==> src/rtl/palm_locator.sv <==
// Raster-order palm locator: finds the first row holding a long object run, counts how many
// consecutive rows keep one, and publishes the geometry once per frame, one cycle after the last pixel.
module palm_locator #(
  parameter int unsigned IMG_WIDTH    = 128,
  parameter int unsigned IMG_HEIGHT   = 96,
  parameter int unsigned MIN_PALM_RUN = 16
) (
  input  logic       clk,
  input  logic       rst,
  input  logic       object_image,
  input  logic       pixel_valid,
  output logic [7:0] start_of_palm_r,
  output logic [7:0] start_of_palm_c,
  output logic [7:0] end_of_palm_r,
  output logic [7:0] end_of_palm_c,
  output logic [7:0] palm_width,
  output logic [7:0] palm_height,
  output logic       palm_found,
  output logic       params_valid
);

  localparam logic [7:0] LastCol = 8'(IMG_WIDTH - 1);
  localparam logic [7:0] LastRow = 8'(IMG_HEIGHT - 1);
  localparam logic [8:0] MinRun  = 9'(MIN_PALM_RUN);

  typedef enum logic [1:0] {StSearch, StMeasure, StDone} state_e;

  state_e     state_q, state_d, st_eval;
  logic [7:0] r_q, c_q;
  logic [8:0] run_len_q, best_len_q;
  logic [7:0] run_start_q, best_start_q, best_end_q;
  logic [7:0] w_r_q, w_sc_q, w_ec_q, w_h_q;
  logic [7:0] w_r_d, w_sc_d, w_ec_d, w_h_d;
  logic [7:0] w_r_e, w_sc_e, w_ec_e, w_h_e;

  logic [8:0] cur_len, row_len;
  logic [7:0] cur_start, row_start, row_end;
  logic       take, row_done, frame_end, is_palm, found_e;

  logic [7:0] out_sr_q, out_sc_q, out_ec_q, out_w_q, out_h_q;
  logic       out_found_q, out_pv_q;

  // Row-best values as they stand including the pixel accepted this cycle.
  always_comb begin
    cur_len   = run_len_q + 9'd1;
    cur_start = (run_len_q == 9'd0) ? c_q : run_start_q;
    take      = object_image && (cur_len > best_len_q);
    row_len   = take ? cur_len   : best_len_q;
    row_start = take ? cur_start : best_start_q;
    row_end   = take ? c_q       : best_end_q;
    row_done  = pixel_valid && (c_q == LastCol);
    frame_end = row_done && (r_q == LastRow);
    is_palm   = row_len >= MinRun;
  end

  always_comb begin
    st_eval = state_q;
    w_r_e   = w_r_q;
    w_sc_e  = w_sc_q;
    w_ec_e  = w_ec_q;
    w_h_e   = w_h_q;
    if (row_done) begin
      unique case (state_q)
        StSearch: begin
          if (is_palm) begin
            st_eval = StMeasure;
            w_r_e   = r_q;
            w_sc_e  = row_start;
            w_ec_e  = row_end;
            w_h_e   = 8'd1;
          end
        end
        StMeasure: begin
          if (is_palm) begin
            if (w_h_q != 8'hff) w_h_e = w_h_q + 8'd1;
          end else begin
            st_eval = StDone;
          end
        end
        default: st_eval = StDone;
      endcase
    end
    found_e = (st_eval != StSearch);

    state_d = st_eval;
    w_r_d   = w_r_e;
    w_sc_d  = w_sc_e;
    w_ec_d  = w_ec_e;
    w_h_d   = w_h_e;
    if (frame_end) begin
      state_d = StSearch;
      w_r_d   = 8'd0;
      w_sc_d  = 8'd0;
      w_ec_d  = 8'd0;
      w_h_d   = 8'd0;
    end
  end

  always_ff @(posedge clk or posedge rst) begin
    if (rst) begin
      state_q <= StSearch;
      w_r_q   <= 8'd0;
      w_sc_q  <= 8'd0;
      w_ec_q  <= 8'd0;
      w_h_q   <= 8'd0;
    end else begin
      state_q <= state_d;
      w_r_q   <= w_r_d;
      w_sc_q  <= w_sc_d;
      w_ec_q  <= w_ec_d;
      w_h_q   <= w_h_d;
    end
  end

  always_ff @(posedge clk or posedge rst) begin
    if (rst) begin
      r_q          <= 8'd0;
      c_q          <= 8'd0;
      run_len_q    <= 9'd0;
      run_start_q  <= 8'd0;
      best_len_q   <= 9'd0;
      best_start_q <= 8'd0;
      best_end_q   <= 8'd0;
    end else if (pixel_valid) begin
      if (row_done) begin
        c_q          <= 8'd0;
        r_q          <= (r_q == LastRow) ? 8'd0 : r_q + 8'd1;
        run_len_q    <= 9'd0;
        run_start_q  <= 8'd0;
        best_len_q   <= 9'd0;
        best_start_q <= 8'd0;
        best_end_q   <= 8'd0;
      end else begin
        c_q <= c_q + 8'd1;
        if (object_image) begin
          run_len_q    <= cur_len;
          run_start_q  <= cur_start;
          best_len_q   <= row_len;
          best_start_q <= row_start;
          best_end_q   <= row_end;
        end else begin
          run_len_q <= 9'd0;
        end
      end
    end
  end

  always_ff @(posedge clk or posedge rst) begin
    if (rst) begin
      out_sr_q    <= 8'd0;
      out_sc_q    <= 8'd0;
      out_ec_q    <= 8'd0;
      out_w_q     <= 8'd0;
      out_h_q     <= 8'd0;
      out_found_q <= 1'b0;
      out_pv_q    <= 1'b0;
    end else begin
      out_pv_q <= frame_end;
      if (frame_end) begin
        out_found_q <= found_e;
        out_sr_q    <= found_e ? w_r_e : 8'd0;
        out_sc_q    <= found_e ? w_sc_e : 8'd0;
        out_ec_q    <= found_e ? w_ec_e : 8'd0;
        out_w_q     <= found_e ? (w_ec_e - w_sc_e) : 8'd0;
        out_h_q     <= found_e ? w_h_e : 8'd0;
      end
    end
  end

  assign start_of_palm_r = out_sr_q;
  assign start_of_palm_c = out_sc_q;
  assign end_of_palm_r   = out_sr_q;
  assign end_of_palm_c   = out_ec_q;
  assign palm_width      = out_w_q;
  assign palm_height     = out_h_q;
  assign palm_found      = out_found_q;
  assign params_valid    = out_pv_q;

endmodule

==> config.mk <==
export PLATFORM = sky130hd
export DESIGN_NAME = palm_locator
export DESIGN_NICKNAME = d
export VERILOG_FILES = /design/src/rtl/palm_locator.sv
export SDC_FILE = /design/constraint.sdc
export NUM_CORES = 1
export LEC_CHECK = 0
export ABC_AREA = 0
export CAP_MARGIN = 10
export CORE_MARGIN = 3
export CORE_UTILIZATION = 64
export DETAILED_ROUTE_END_ITERATION = 8
export DONT_BUFFER_PORTS = 1
export GPL_ROUTABILITY_DRIVEN = 0
export PLACE_DENSITY_LB_ADDON = 0.25
export SYNTH_ARGS = -nofsm -noshare
export SYNTH_HDL_FRONTEND = slang
export SYNTH_SLANG_ARGS = --single-unit
==> constraint.sdc <==
create_clock -name clk -period 6.5 [get_ports clk]
set_clock_uncertainty 0.1 [all_clocks]
set_input_delay 0.65 -clock clk [delete_from_list [all_inputs] [get_ports clk]]
set_output_delay 0.65 -clock clk [all_outputs]
set_load 0.01 [all_outputs]
==> flow_metrics.tcl <==
set metrics [dict create \
    cts_setup_buffers 0 \
    clk_latency_ns 0.53 \
    tns_ns 0 \
    rsz0062_at_grt "no" \
    p_leak_uw 0.00351 \
    antenna_found_initial 0 \
    drtAntennaViolNets 0 \
    ir_worst_vdd_uv 192 \
    ioPinCount 54 \
    clock_sinks 134 \
    final_layout_size_suffix_gt1_frac 0.0812 \
    nets 678 \
    final_common_cell "dfrtp_1" \
    status "complete, no violations" \
    cts-root-buf "clkbuf_8" \
    drv_slew 0 \
    cap_violations 0 \
    initial_utilization 0.664 \
    slew_headroom 0.283 \
    synth_warnings 0 \
    syn_nets 698 \
    area_growth_pct 10.3 \
    drt_pass1_iterations 6 \
    synth.largest_area_cell "dfrtp_1" \
    cts.clk_slew.worst_paths_ns 0.06 \
    ys_seq_area_frac 0.512 \
    wirelength_um 15300 \
    fp.dieW_um 107 \
    synthesis.area_um2 6550 \
    h-tree-depth 4 \
    ctsHoldBuffers 0 \
    crit_path_end_kind "flop" \
    syn_inst 672 \
    port_buffers 0 \
    hold_path.class "input port to asynchronous set/reset pin" \
    post-dp-hpwl_um 9500 \
    rows 36 \
    avgSynthCellArea_um2 9.74 \
    route.detailed.drc 0 \
    wl_per_cell_um 19.1 \
    cts_tree "yes" \
    start_kind "flop" \
    p_per_area_nw_per_um2 342 \
    yosysTopAreaCellShare 0.512 \
    cp.required_ns 6.85 \
    grt_util_all_layers 0.287 \
    tightest_slew_ns 1.07 \
    yosysUniqueCellTypes 54 \
    dieHeight_um 107 \
    clock.fmax_mhz 173 \
    cts.repair.resized 0 \
    period_share 0.888 \
    vias 5096 \
    fill_cells 669 \
    grt_pass1_vias 5051 \
    first_iter_violations 380 \
    path_max_fanout 22 \
    viasPerCell 6.39 \
    hold_ws_ns 0.0115 \
    ys_ff_latch 134 \
    antenna_cells 0 \
    ys.flop_type "dfrtp_1" \
    crit_type "flop to flop" \
    coreArea_um2 9860 \
    period_needed_ns 5.77 \
    hold_viol 0 \
    synth_top_cells_by_area "dfrtp_1, nand2_1, o21ai_0" \
    clk_path_buf_depth 2 \
    grt_start_max_net_pins 79 \
    setup_violations 0 \
    grt_pass1_wl_um 25600 \
    synth_edf_count 0 \
    die_area_um2 11500 \
    final_cell_mix "dfrtp_1, nand2_1, nor2_1" \
    ys_async_sr_fraction 1.00 \
    numCtsBuffers 17 \
    overflow 0 \
    crit_arrival_ns 6.12 \
]
-- worst paths after layout --
check | start | end | slack [ns] | cells after the start
max in group asynchronous | rst | w_sc_q[4] | 4.85 | 2
worst max-delay path | run_len_q[0] | palm_width[6] | 0.73 | 22
worst min register to register | best_start_q[1] | best_start_q[1] | 0.38 | 2
worst max register to register | run_len_q[0] | palm_width[6] | 0.73 | 22
min in group clk | pixel_valid | run_len_q[0] | 0.11 | 1
worst min-delay path | rst | palm_height[2] | 0.01 | 1
-- worst max-delay path: stages (launching register included) --
cell and delay (ns):
dfrtp_1 0.45, ha_1 0.27, and3_4 0.21, and3_4 0.20
and3_1 0.18, xor2_1 0.16, ha_1 0.33, nand4_1 0.15
or3_1 0.39, o311a_1 0.16, nor3_1 0.35, or3_1 0.64
a211oi_1 0.14, a21oi_1 0.33, inv_1 0.13, fa_1 0.49
nor2b_1 0.19, o21ai_0 0.11, nand2b_1 0.15, a21o_1 0.16
a21oi_1 0.09, xor2_1 0.15, o21ai_0 0.14
-- sequential cells by signal, indices dropped and copies added (netlist names), 2 cells and up --
register and cells:
best_len_q 9, palm_width 8, end_of_palm_r 8, start_of_palm_c 8
palm_height 8, best_end_q 8, best_start_q 8, w_ec_q 8
w_h_q 8, w_sc_q 8, run_start_q 8, r_q 8
state_q 2, c_q 8, w_r_q 8, run_len_q 9
end_of_palm_c 8
-- cells by family (layout without fill, tap and decap cells) --
| kind of cell | after synthesis | in the layout | share of synthesized area |
|---|---|---|---|
| buf+inv | 76 | 69 | 0.0522 |
| mux | 32 | 32 | 0.0508 |
| simple gates | 232 | 232 | 0.162 |
| fa+ha+maj | 22 | 22 | 0.0432 |
| compound gates | 150 | 150 | 0.145 |
| xor+xnor | 26 | 26 | 0.0348 |
| flops | 134 | 134 | 0.512 |
-- stage by stage --
step / cells / area, µm² / util / setup WS (ns) / total power (µW)
after global placement: 766 / 6550 / 0.664 / 1.14 / 1360
after detailed placement: 766 / 6550 / 0.664 / 0.934 / 1390
after global routing: 798 / 7220 / 0.732 / 0.281 / 2580
after floorplan: 672 / 6550 / - / 1.36 / 1290
after CTS: 798 / 7220 / 0.732 / 0.794 / 2470
final: 798 / 7220 / 0.732 / 0.731 / 2470
-- area by class of cell --
type	instances	area (µm²)	area share
Multi-Input combinational cell	462	2860	0.396
Sequential cell	134	3350	0.464
Clock inverter	12	223	0.0308
Clock buffer	20	445	0.0617
Tap cell	133	166	0.0230
Inverter	28	108	0.0149
Timing Repair Buffer	9	67.6	0.00936
-- cell usage after synthesis, drive strengths merged (9+ instances only) --
master and instances:
nor2 76, inv 28, clkbuf 31, and3 9, dfrtp 134, a211oi 16
a21oi 25, nand2 87, mux2i 28, buf 17, nand4 12, a22o 14
nand3 19, xnor2 12, o21ai 63, xor2 14, ha 21
-- per-layer routing --
metal  GRT usage  wire (µm)  vias up
met2       0.443       7360      197
li1            -          -     2292
met5           0          0        -
met4       0.141        414        0
met1       0.388       6520     2563
met3      0.0596        964       44
-- where the power goes --
| part | internal [µW] | switching [µW] |
|---|---|---|
| Combinational | 153 | 221 |
| Clock | 722 | 364 |
| Sequential | 924 | 89.5 |
| Total | 1800 | 674 |
No activity file was read; power rests on OpenSTA's default activity.
